==> src/rtl/sort_phase_scheduler.sv <==
// Moore sequencer for the odd-even transposition sort array: LOAD, then CMP/SEND/RECV per round, FINAL, DONE.
// Optional early termination on two consecutive clean rounds when SORT_EARLY_EXIT_EN is defined.
module sort_phase_scheduler #(
  parameter int DATA_NUM  = 8,
  parameter int ROUND_NUM = DATA_NUM,
  localparam int CNT_W    = $clog2(ROUND_NUM + 1)
) (
  input  logic             clk,
  input  logic             rst,
  input  logic             start,
  input  logic             swap_any,
  output logic             busy,
  output logic             done,
  output logic [CNT_W-1:0] round_idx,
  output logic             write_enable,
  output logic             odd_cmp_en,
  output logic             even_cmp_en,
  output logic             odd_SL,
  output logic             odd_SR,
  output logic             even_SL,
  output logic             even_SR,
  output logic             odd_RL,
  output logic             odd_RR,
  output logic             even_RL,
  output logic             even_RR
);

  localparam logic [CNT_W-1:0] LAST_ROUND = CNT_W'(ROUND_NUM - 1);

  if (DATA_NUM < 4 || (DATA_NUM % 2) != 0 || ROUND_NUM < 2) begin : g_bad_cfg
    $error("sort_phase_scheduler: DATA_NUM must be even and >= 4, ROUND_NUM >= 2");
  end

  typedef enum logic [2:0] {
    S_IDLE, S_LOAD, S_CMP, S_SEND, S_RECV, S_FINAL, S_DONE
  } state_t;

  state_t           state_reg, state_next;
  logic [CNT_W-1:0] round_reg, round_next;
  logic             early_exit;

`ifdef SORT_EARLY_EXIT_EN
  // cur_clean_reg is the CMP-phase clean flag of the current round; RECV folds in its own sample.
  logic cur_clean_reg;
  logic prev_clean_reg;
  logic round_clean;

  assign round_clean = cur_clean_reg & ~swap_any;
  assign early_exit  = (round_reg != '0) && prev_clean_reg && round_clean;

  always_ff @(posedge clk) begin
    if (!rst) begin
      cur_clean_reg  <= 1'b0;
      prev_clean_reg <= 1'b0;
    end else begin
      case (state_reg)
        S_LOAD:  prev_clean_reg <= 1'b0;
        S_CMP:   cur_clean_reg  <= ~swap_any;
        S_RECV:  prev_clean_reg <= round_clean;
        default: ;
      endcase
    end
  end
`else
  logic unused_swap_any;
  assign unused_swap_any = swap_any;
  assign early_exit      = 1'b0;
`endif

  always_ff @(posedge clk) begin
    if (!rst) begin
      state_reg <= S_IDLE;
      round_reg <= '0;
    end else begin
      state_reg <= state_next;
      round_reg <= round_next;
    end
  end

  always_comb begin
    state_next = state_reg;
    round_next = round_reg;
    case (state_reg)
      S_IDLE: begin
        if (start) begin
          state_next = S_LOAD;
          round_next = '0;
        end
      end
      S_LOAD:  state_next = S_CMP;
      S_CMP:   state_next = S_SEND;
      S_SEND:  state_next = S_RECV;
      S_RECV: begin
        if (early_exit) begin
          state_next = S_DONE;
        end else if (round_reg == LAST_ROUND) begin
          state_next = S_FINAL;
        end else begin
          round_next = round_reg + CNT_W'(1);
          state_next = S_CMP;
        end
      end
      S_FINAL: state_next = S_DONE;
      S_DONE:  state_next = S_IDLE;
      default: state_next = S_IDLE;
    endcase
  end

  // Even rounds exchange across odd->even boundaries, odd rounds across even->odd.
  always_comb begin
    busy         = (state_reg != S_IDLE);
    done         = (state_reg == S_DONE);
    write_enable = (state_reg == S_LOAD);
    odd_cmp_en   = (state_reg == S_CMP) || (state_reg == S_FINAL);
    even_cmp_en  = odd_cmp_en;
    odd_SR       = (state_reg == S_SEND) && !round_reg[0];
    even_SL      = odd_SR;
    even_SR      = (state_reg == S_SEND) && round_reg[0];
    odd_SL       = even_SR;
    odd_RR       = (state_reg == S_RECV) && !round_reg[0];
    even_RL      = odd_RR;
    even_RR      = (state_reg == S_RECV) && round_reg[0];
    odd_RL       = even_RR;
  end

  assign round_idx = round_reg;

endmodule

==> config.mk <==
export PLATFORM = sky130hd
export DESIGN_NAME = sort_phase_scheduler
export DESIGN_NICKNAME = d
export VERILOG_FILES = /design/src/rtl/sort_phase_scheduler.sv
export SDC_FILE = /design/constraint.sdc
export NUM_CORES = 1
export LEC_CHECK = 0
export BUFFER_PORTS_ARGS = -buffer_cell sky130_fd_sc_hd__buf_2
export CAP_MARGIN = 15
export CORE_UTILIZATION = 35
export DETAILED_ROUTE_END_ITERATION = 12
export PLACE_DENSITY = 0.63
export SETUP_SLACK_MARGIN = 0.02
export SLEW_MARGIN = 20
export SYNTH_ARGS = -nofsm -noshare
export SYNTH_HDL_FRONTEND = slang
export SYNTH_SLANG_ARGS = --single-unit
export TNS_END_PERCENT = 30
==> constraint.sdc <==
create_clock -name clk -period 1.62 [get_ports clk]
set_input_delay 0.324 -clock clk [delete_from_list [all_inputs] [get_ports clk]]
set_output_delay 0.324 -clock clk [all_outputs]
set_load 0.02 [all_outputs]
* After elaboration in Yosys (flattened, before gate mapping) *
Cells that the tools add are included.

word-level totals
  register bits = 7
  logic and storage cells = 28

cells by class
  add/sub/neg operators = 1
  eq/ne operators = 9
  multiplexer cells = 6
  reduce and logical (&&, ||, !) cells = 10

operators with widths
  operator               number
  $pmux W3 S6            1
  $eq A3 B3 Y1 const B   3
  $mux W4                2
  $pmux W4 S2            1
  $eq A3 B2 Y1 const B   2
  $mux W3                2
  $add A4 B1 Y4 const B  1
  $eq A4 B3 Y1 const B   1
  $logic_and A1 B1 Y1    4
  $ne A2 B2 Y1 const B   2
  $eq A3 B1 Y1 const B   1
  $logic_not A3 Y1       1
  $reduce_and A3 Y1      1
  $reduce_bool A3 Y1     1
  $reduce_bool A2 Y1     1
  $logic_not A1 Y1       1
  $logic_or A1 B1 Y1     1

* Depth between registers and ports, before layout *
Gate-level depths: netlist (run 1).

  depth after elaboration = 3
  gate-level depth with buffers = 5

* Worst setup path before layout (run 1) *
No wires, ideal clock.

  path kind = reg2out
  start point = register state_reg[0]
  end point = output port odd_RL
  arrival time = 1456 ps
  data required time = 1296 ps
  slack = -160 ps
  stages on the path, launching flop included = 6
  cell sequence = dfxtp_1 -> buf_6 -> or3b_4 -> buf_6 -> nor2_1 -> buf_4

on the way
  word-level cells in the longest chain between the ends = 2

RTL lines
  element                   RTL line  source
  start: declaration        38        state_t state_reg, state_next;
  start signal: assignment  75        state_reg <= state_next;
  $eq A3 B3 Y1              122       even_RR = (state_reg == S_RECV) && round_reg[0];
  $logic_and A1 B1 Y1       122
  end: declaration          22        output logic odd_RL,

Every way passes these cells.

* Worst setup path in the final report (run 1) *
  start point = register state_reg[1]
  end point = output port even_RL

on the way
  word-level cells in the longest chain between the ends = 2

RTL lines
  element              RTL line  source
  $eq A3 B3 Y1         120       odd_RR = (state_reg == S_RECV) && !round_reg[0];
  $logic_and A1 B1 Y1  120
  end: declaration     24        output logic even_RL,

Every way passes these cells.

==> results of run 1 <==
-- path summary, 6_finish.rpt --
kind / endpoint / depth (start not counted)
setup / recovery: even_RL / 3
setup reg to reg: round_idx[0]$_SDFFE_PN0P_ / 4
hold / removal: state_reg[0]$_SDFFE_PN0P_ / 3
hold reg to reg: round_idx[3]$_SDFFE_PN0P_ / 2
-- critical path, delay by kind of cell, from the launching register on --
kind          cells  cell delay, ns
simple gates      2            0.55
flops             1            0.34
buf+inv           1            0.14
-- Yosys cell counts (all sizes together) --
master,count
a2111oi,1
a21boi,3
a21o,1
a21oi,1
and3b,2
buf,7
clkbuf,3
dfxtp,7
ha,1
inv,2
nand2,1
nand2b,1
nand3,1
nand3b,1
nor2,4
nor2b,5
nor3,1
nor3b,2
nor4b,1
o211a,1
o211ai,2
o21a,1
o21ai,3
o31a,1
or3,2
or3b,1
or4,1
or4b,1
-- per-layer routing --
metal / share of wire / wire, um / up-vias
met2: 0.49 / 533 / 11
met3: 0.038 / 41 / 4
met1: 0.45 / 490 / 217
met5: 0 / 0 / -
met4: 0.015 / 16 / 0
li1: - / - / 238
-- cells in the final DEF (no fill, tap or decap), drive strengths merged, types with 2 or more instances in the layout --
cell type	n
a21boi	3
clkbuf	4
and3b	2
o211ai	2
nor3b	2
o21ai	3
nor2b	5
buf	25
dfxtp	7
or3	2
inv	2
nor2	4
-- kinds of logic (layout without fill, tap and decap cells) --
group	Yosys count	count (layout)
fa+ha+maj	1	1
compound gates	14	14
flops	7	7
simple gates	24	24
buf+inv	12	31
-- where the power goes --
group	switching [mW]	total [mW]	leakage (nW)	internal, mW
clock	0.0703	0.165	0.0150	0.0944
combinational	0.0545	0.0971	0.251	0.0425
sequential	0.00791	0.188	0.0580	0.180
-- layout make-up --
cell class / count / area share
multi-input combinational: 39 / 0.4519
tap: 15 / 0.02885
timing repair buffer: 25 / 0.2462
inverter: 2 / 0.01154
clock buffer: 4 / 0.04038
sequential: 7 / 0.2212
-- per-stage QoR --
step	hold slack (ns)	setup TNS, ns	utilization	worst slack (ns)
after global routing	0.3554	-0.2224	0.5000	-0.04184
final	0.3425	0	0.5000	0.009598
after CTS	0.3323	-0.01746	0.4933	-0.008792
after detailed placement	0.4935	0	0.4413	0.08622
after global placement	0.4760	0	0.4413	0.08892
after floorplan	0.4401	-0.1223	-	-0.03457
-- repair_timing --
| item | CTS | global route |
|---|---|---|
| resized for setup | 12 | 3 |
| endpoints found under the hold margin | 0 | 0 |
| pin swaps | 1 | 0 |
| endpoints found under the setup margin | 8 | 9 |
| buffers inserted | 1 | 0 |
==> results by group, run 1 <==
Pwr
  • Total power: 0.4496 mW
  • Peak supply drop: 497.3 uV
  • P_leak: 0.3237 nW
  • PD cells: 691.0 nW/um^2

Placed design
  • Area after DPL: 574.3 um^2
  • IO Port Bufs: 19
  • Placed cells: 87
  • Gpl congestion: 0.7215
  • Final HPWL DP: 749.7 um

Logic synthesis
  • Synth Area in XOR/XNOR: 0
  • Seq cells post-synth: 7
  • Syn Inst Count: 58
  • Synth top area cells: dfxtp_1 29%, buf_4 7.7%, nor2b_1 6.4%
  • Post-synth cell types: 30
  • Synth Cell Area: 489.2 um^2
  • Compound-Gate Fraction of Synth Area: 0.2046
  • Post-Syn Nets: 63
  • Synth Warn #: 0
  • Main combinational cell family by area after synthesis: simple AND/OR/NAND/NOR gates
  • Syn avg cell area: 8.435 um^2
  • Top-area cell type share of the netlist area: 0.2864
  • Mux contribution to synthesized area: 0
  • Adder-Cell Fraction of Synth Area: 0.02558
  • Cell accounting for the most synthesized area: dfxtp_1
  • Register area share after synthesis: 0.2864
  • Post-synthesis simple-gate area fraction: 0.3223

GRT
  • Gr usage total: 0.1716
  • First-pass GRT wire length: 1711 um
  • Number of global-route vias before repair: 405
  • Largest net degree at the start of global routing: 10
  • M2 GR Usage: 0.2625
  • Initial antenna violation count: 0
  • Met3 usage: 0.06818
  • Grt ovf: 0
  • Busiest grt layer: met2
  • Met1 Use GR: 0.1980

Setup path
  • Crit-path slowest cell: or3b_4
  • Worst endpoint data arrival time: 1.29 ns
  • Crit. Startpoint: state_reg[1]$_SDFFE_PN0P_
  • CP peak stage delay: 0.45 ns
  • R2R Setup Slk: 0.08 ns
  • CP cell instances: or3b_4, nor2_4, buf_4
  • WS Path Type: flop to output pin
  • FF-to-FF Start: state_reg[1]$_SDFFE_PN0P_
  • Crit-path max FO: 5
  • Crit path required time: 1.30 ns
  • CP Capture Type: output pin
  • Crit start category: flop

STA
  • Count of final setup violators: 0
  • Final Hold Fails: 0
  • Skew final: 0.002119 ns
  • Peak Freq: 0.6210 GHz
  • Max_slew headroom: 0.8080
  • Minimum clock period: 1.610 ns
  • Final Max Tran Viols: 0
  • RSZ-0062 raised after global routing: true
  • Final period util: 0.9941
  • Worst-Margin Slew: 0.2873 ns

Cells and area
  • Layout Nets: 83
  • Fillers: 142
  • Max FFs per register: 4
  • Finished Layout Cells: 92
  • ANT cells: 0
  • Layout area overhead: 32.99%
  • Area of the multi-input gates: 294.0 um^2
  • FF+latch area: 143.9 um^2
  • Layout cells sized above 1: 0.4935
  • Post-route cell area: 650.6 um^2

Clock tree
  • Clock sink count: 7
  • H-tree depth: 1
  • # hold bufs at CTS: 0
  • CTS tree: done
  • CTS root buffer: clkbuf_4
  • Clock slew at reported path FFs: 0.05 ns
  • Clock latency at the later pin of the worst-skew pair: 0.26 ns
  • Cts bufs inserted: 3
  • Clock Path Buffers: 2

Drt
  • # DRC: 0
  • Via Count: 470
  • Routed Antenna Nets: 0
  • Vias/cell: 5.109
  • Iter 0 DRT Violations: 5
  • First-pass DRT Iterations: 4
  • Drt total wl: 1082 um
  • DR WL/cell: 11.76 um

Floorplanning
  • # IOs: 21
  • Number of cell rows: 13
  • Die W: 39.39 um
  • Die Ht: 39.39 um
  • Initial core utilization: 0.3760
  • Core box area: 1301 um^2
  • Die footprint: 1551 um^2

Min path
  • Hold wc startpoint: rst
  • Hold WC Path Type: input pin to flop

Status
  • Run status: completed

Run
  • MaxCap Viol Count: 0
No activity file was read; power rests on OpenSTA's default activity.
==> inputs of run 2 (changes only) <==
CTS_BUF_LIST = sky130_fd_sc_hd__clkbuf_4 sky130_fd_sc_hd__clkbuf_8   (was not set)
==> results by group, run 2 (synthesis results as in run 1) <==
Cells and area
  • Final core occ: 0.5019 (+0.001923)
  • Layout area overhead: 33.50%
  • Commonest non-fill, non-tap cell in the layout: buf_2
  • Max FFs per register: 4 (unchanged)
  • Layout cells sized above 1: 0.5065 (+0.01299)
  • Most frequent cells in the layout: 14 x buf_2, 9 x buf_4, 4 x nor2b_1, 4 x clkbuf_4, 4 x dfxtp_1
  • Layout Nets: 83 (unchanged)
  • ANT cells: 0 (unchanged)

Floorplanning
  • Die Ht: 39.39 um (unchanged)
  • Number of cell rows: 13 (unchanged)
  • Initial core utilization: 0.3760 (unchanged)
  • Die W: 39.39 um (unchanged)
  • Die footprint: 1551 um^2 (unchanged)
  • Core box area: 1301 um^2 (unchanged)
  • # IOs: 21 (unchanged)

Clock tree
  • Clock latency at the later pin of the worst-skew pair: 0.26 ns (about the same)
  • H-tree depth: 1 (unchanged)
  • Cts bufs inserted: 3 (unchanged)
  • Clock Path Buffers: 2 (unchanged)
  • CTS tree: done
  • CTS root buffer: clkbuf_4
  • Clock slew at reported path FFs: 0.05 ns (about the same)
  • Clock sink count: 7 (unchanged)

STA
  • Hold slack final: 0.3402 ns (-0.002269 ns)
  • Final period util: 0.9938 (about the same)
  • Peak Freq: 0.6211 GHz (about the same)
  • Final Max Tran Viols: 0 (unchanged)
  • Skew final: 0.0009323 ns (-0.001187 ns)
  • Count of final setup violators: 0 (unchanged)
  • Max_slew headroom: 0.7852 (-0.02276)
  • Worst-Margin Slew: 0.3141 ns (+0.02674 ns)
  • Minimum clock period: 1.610 ns (-0.0004610 ns)
  • Final Hold Fails: 0 (unchanged)
  • RSZ-0062 raised after global routing: true

Setup path
  • Crit start category: flop
  • WS Path Type: flop to output pin
  • CP peak stage delay: 0.45 ns (about the same)
  • Buf+Inv Stages, Crit Path: 1 (unchanged)
  • Crit-path slowest cell: or3b_4
  • Delay-heaviest family, CP: simple AND/OR/NAND/NOR gates
  • Crit path required time: 1.30 ns (about the same)
  • CP cell instances: or3b_4, nor2_4, buf_4
  • Crit-path max FO: 5 (unchanged)
  • CP Capture Type: output pin
  • Worst endpoint data arrival time: 1.29 ns (about the same)

GRT
  • Initial antenna violation count: 0 (unchanged)
  • Gr usage total: 0.1680 (-0.003550)
  • Met1 Use GR: 0.1945 (-0.003413)
  • First-pass GRT wire length: 1669 um (-2.5%)
  • Number of global-route vias before repair: 399 (-1.5%)
  • Busiest grt layer: met2
  • Met3 usage: 0.06818 (unchanged)
  • M2 GR Usage: 0.2542 (-0.008333)
  • Largest net degree at the start of global routing: 10 (unchanged)
  • Grt ovf: 0 (unchanged)

Drt
  • Via Count: 465 (-1.1%)
  • First-pass DRT Iterations: 4 (unchanged)
  • Routed Antenna Nets: 0 (unchanged)
  • Iter 0 DRT Violations: 5 (unchanged)
  • Drt total wl: 1081 um (about the same)
  • Vias/cell: 5.054 (-1.1%)
  • # DRC: 0 (unchanged)
  • DR WL/cell: 11.75 um (about the same)

Pwr
  • Peak supply drop: 494.9 uV (-0.49%)
  • Int Power: 0.3331 mW (+5.2%)
  • Total power: 0.4666 mW (+3.8%)
  • PD cells: 714.5 nW/um^2 (+3.4%)
  • Sw Pwr: 0.1335 mW (+0.55%)
  • Logic pwr share: 0.206 (-0.010)
  • P_leak: 0.3272 nW (+1.1%)
  • Sw Ratio: 0.2861 (-0.009242)
  • Clock share of power: 0.392 (+0.026)
  • Reg power frac: 0.402 (-0.016)

Placed design
  • Gpl congestion: 0.7215 (unchanged)
  • Final HPWL DP: 749.7 um (unchanged)
  • IO Port Bufs: 19 (unchanged)

Status
  • Run status: completed

Min path
  • Hold WC Path Type: input pin to flop

Run
  • MaxCap Viol Count: 0 (unchanged)
run 2: worst paths after layout:
kind / startpoint / to / slack [ns] / cells after the start
max: state_reg[1]$_SDFFE_PN0P_ / even_RL / 0.01 / 3
min: rst / state_reg[0]$_SDFFE_PN0P_ / 0.34 / 3
max reg2reg: state_reg[1]$_SDFFE_PN0P_ / round_idx[0]$_SDFFE_PN0P_ / 0.08 / 4
min reg2reg: round_idx[3]$_SDFFE_PN0P_ / round_idx[3]$_SDFFE_PN0P_ / 0.50 / 2
run 2: per-layer routing:
| layer | up-vias | routed length, um |
|---|---|---|
| met5 | - | 0 |
| met4 | 0 | 16 |
| met3 | 4 | 52 |
| met2 | 14 | 535 |
| met1 | 209 | 477 |
| li1 | 238 | - |
run 2: cell type report:
cell class	count	area, um^2
clock buffer	4	30.03
inverter	2	7.507
timing repair buffer	25	160.2
sequential	7	143.9
fill	139	648.1
multi-input combinational	39	292.8
tap	15	18.77
run 2: tightest hold or removal path, cell delays in order:
cell and delay [ns]:
buf_2 0.14, inv_1 0.05, a2111oi_0 0.04
run 2: through the flow:
stage | TNS [ns] | cells | setup slack (ns) | area (um^2)
after floorplan | -0.1223 | 58 | -0.03457 | 494.2
after global placement | 0 | 87 | 0.08892 | 574.3
after detailed placement | 0 | 87 | 0.08622 | 574.3
after CTS | -0.01746 | 92 | -0.008792 | 645.6
after global routing | -0.2224 | 92 | -0.04184 | 653.1
final | 0 | 92 | 0.01006 | 653.1
run 2: what timing repair did:
item / 4_1_cts / 5_1_grt
gates resized for setup: 12 / 2
hold buffers: 0 / 0
setup endpoints to repair: 8 / 9
pin swaps: 1 / 0
gates cloned: 0 / 0
setup buffers: 1 / 0
run 2: power groups by stage:
stage / Sequential, mW / Clock (mW) / Combinational, mW
final: 0.188 / 0.183 / 0.0962
after detailed placement: 0.190 / 0 / 0.0897
after global routing: 0.188 / 0.194 / 0.105
after floorplan: 0.185 / 0 / 0.0716
after CTS: 0.187 / 0.189 / 0.0937
after global placement: 0.190 / 0 / 0.0887
==> inputs of run 3 (changes only) <==
REMOVE_ABC_BUFFERS = 1   (was not set)
==> results by group, run 3 (synthesis results as in run 1) <==
Status
  • Run status: completed

STA
  • Sum Neg Setup Slack: 0 ns (unchanged)
  • Final period util: 0.9939 (about the same)
  • Max_slew headroom: 0.7591 (-0.02614)
  • RSZ-0062 raised after global routing: true
  • Final Max Tran Viols: 0 (unchanged)
  • Worst-Margin Slew: 0.3523 ns (+0.03822 ns)
  • Minimum clock period: 1.610 ns (+0.0001056 ns)
  • Setup ws final: 0.009953 ns (-0.0001056 ns)
  • Skew final: 0.001158 ns (+0.0002254 ns)
  • Final Hold Fails: 0 (unchanged)
  • Count of final setup violators: 0 (unchanged)
  • Peak Freq: 0.6211 GHz (about the same)

Setup path
  • R2r endpoint: round_idx[1]$_SDFFE_PN0P_
  • Worst endpoint data arrival time: 1.29 ns (about the same)
  • Path depth of the worst reg2reg path: 5 (+1)
  • CP cell instances: or3b_4, nor2_4, buf_4
  • FF-to-FF Start: state_reg[0]$_SDFFE_PN0P_
  • Crit-path max FO: 6 (+1)
  • Crit-path slowest cell: or3b_4
  • CP peak stage delay: 0.46 ns (about the same)
  • CP Capture Type: output pin
  • R2R Setup Slk: 0.08 ns (about the same)
  • WS Path Type: flop to output pin
  • Crit start category: flop
  • Crit path required time: 1.30 ns (about the same)

Clock tree
  • # hold bufs at CTS: 0 (unchanged)
  • Clock slew at reported path FFs: 0.05 ns (about the same)
  • Cts bufs inserted: 3 (unchanged)
  • H-tree depth: 1 (unchanged)
  • CTS tree: done
  • Clock latency at the later pin of the worst-skew pair: 0.25 ns (about the same)
  • Clock sink count: 7 (unchanged)
  • Clock Path Buffers: 2 (unchanged)
  • CTS root buffer: clkbuf_4

Floorplanning
  • Die footprint: 1551 um^2 (unchanged)
  • Number of cell rows: 13 (unchanged)
  • # IOs: 21 (unchanged)
  • Die W: 39.39 um (unchanged)
  • Initial core utilization: 0.3760 (unchanged)
  • Die Ht: 39.39 um (unchanged)
  • Core box area: 1301 um^2 (unchanged)

Min path
  • Hold depth: 3 (unchanged)
  • Hold WC Path Type: input pin to flop
  • Hold wc startpoint: rst
  • Min-Delay Endpoint: state_reg[0]$_SDFFE_PN0P_

Pwr
  • Reg power frac: 0.411 (+0.009)
  • Logic pwr share: 0.213 (+0.007)
  • Sw Ratio: 0.2699 (-0.01624)
  • Peak supply drop: 516.3 uV (+4.3%)
  • P_leak: 0.3286 nW (+0.44%)
  • Clock share of power: 0.376 (-0.016)
  • PD cells: 698.7 nW/um^2 (-2.2%)
  • Int Power: 0.3338 mW (+0.20%)
  • Sw Pwr: 0.1234 mW (-7.6%)

Drt
  • Via Count: 487 (+4.7%)
  • Vias/cell: 5.237 (+3.6%)
  • # DRC: 0 (unchanged)
  • Drt total wl: 1086 um (+0.46%)
  • DR WL/cell: 11.68 um (-0.62%)
  • Iter 0 DRT Violations: 14 (+9)
  • First-pass DRT Iterations: 4 (unchanged)
  • Routed Antenna Nets: 0 (unchanged)

GRT
  • First-pass GRT wire length: 1635 um (-2.0%)
  • Grt ovf: 0 (unchanged)
  • Largest net degree at the start of global routing: 10 (unchanged)
  • Number of global-route vias before repair: 380 (-4.8%)
  • Gr usage total: 0.1738 (+0.005712)
  • Initial antenna violation count: 0 (unchanged)

Cells and area
  • Commonest non-fill, non-tap cell in the layout: buf_2
  • Fillers: 131 (-5.8%)
  • Max FFs per register: 4 (unchanged)
  • Layout Nets: 84 (+1.2%)
  • Most frequent cells in the layout: 14 x buf_2, 12 x buf_4, 4 x nor2b_1, 4 x clkbuf_4, 4 x dfxtp_1
  • FF+latch area: 143.9 um^2 (unchanged)
  • Layout cells sized above 1: 0.5256 (+0.01915)
  • Layout area overhead: 33.76%
  • Area of the multi-input gates: 294.0 um^2 (+0.43%)
  • ANT cells: 0 (unchanged)

Run
  • MaxCap Viol Count: 0 (unchanged)

Placed design
  • Gpl congestion: 0.6999 (-3.0%)
  • Setup WS pre-CTS: 0.08387 ns (-0.002357 ns)
  • Final HPWL DP: 714.8 um (-4.7%)
  • IO Port Bufs: 19 (unchanged)
==> run 3: worst max path at each step <==
| stage | from | endpoint | slack (ns) |
|---|---|---|---|
| 2_1_floorplan | state_reg[2]$_SDFFE_PN0P_ | even_RL | -0.12 |
| 3_3_place_gp | start | round_idx[1]$_SDFFE_PN0P_ | 0.12 |
| 3_5_place_dp | round_idx[1]$_SDFFE_PN0P_ | state_reg[0]$_SDFFE_PN0P_ | 0.08 |
| 4_1_cts | state_reg[2]$_SDFFE_PN0P_ | even_cmp_en | -0.02 |
| 5_1_grt | state_reg[1]$_SDFFE_PN0P_ | even_RL | -0.05 |
| 6_report | state_reg[0]$_SDFFE_PN0P_ | even_RR | 0.01 |
==> run 3: layout make-up <==
cell class / count / share of cell area
clock buffer: 4 / 0.04589
timing repair buffer: 26 / 0.2447
sequential: 7 / 0.2199
inverter: 2 / 0.01147
tap: 15 / 0.02868
multi-input combinational: 39 / 0.4493
==> run 3: per-stage QoR <==
| stage | std cells | hold WS [ns] | utilization | cell area [um^2] | total power [mW] |
|---|---|---|---|---|---|
| after floorplan | 48 | 0.4401 | - | 417.9 | 0.2432 |
| after global placement | 86 | 0.4850 | 0.4317 | 561.8 | 0.2773 |
| after detailed placement | 86 | 0.4907 | 0.4317 | 561.8 | 0.2788 |
| after CTS | 93 | 0.3589 | 0.4933 | 641.9 | 0.4611 |
| after global routing | 93 | 0.3613 | 0.5029 | 654.4 | 0.4897 |
| final | 93 | 0.3656 | 0.5029 | 654.4 | 0.4572 |
==> run 3: power groups by stage <==
stage	registers [mW]	logic [mW]	clock network [mW]
after CTS	0.187	0.0934	0.180
after global placement	0.189	0.0885	0
final	0.188	0.0972	0.172
after floorplan	0.193	0.0505	0
after detailed placement	0.189	0.0895	0
after global routing	0.188	0.106	0.195
==> run 3: layer usage <==
metal	wire length [um]	share of wire	GRT usage
met1	418	0.38	0.1769
met4	14	0.013	0.1034
met5	0	0	0
met3	86	0.079	0.1023
met2	566	0.52	0.2708
==> run 3: critical path: cells and delay by family, from the launching register on <==
kind	cells	cell delay, ns
buffers and inverters	1	0.14
flip-flops	1	0.33
AND/OR/NAND/NOR	2	0.57
==> run 3: repair_timing <==
item	4_1_cts	5_1_grt
pin swaps	1	1
endpoints found under the setup margin	9	16
buffers inserted	3	0
resized for setup	10	6
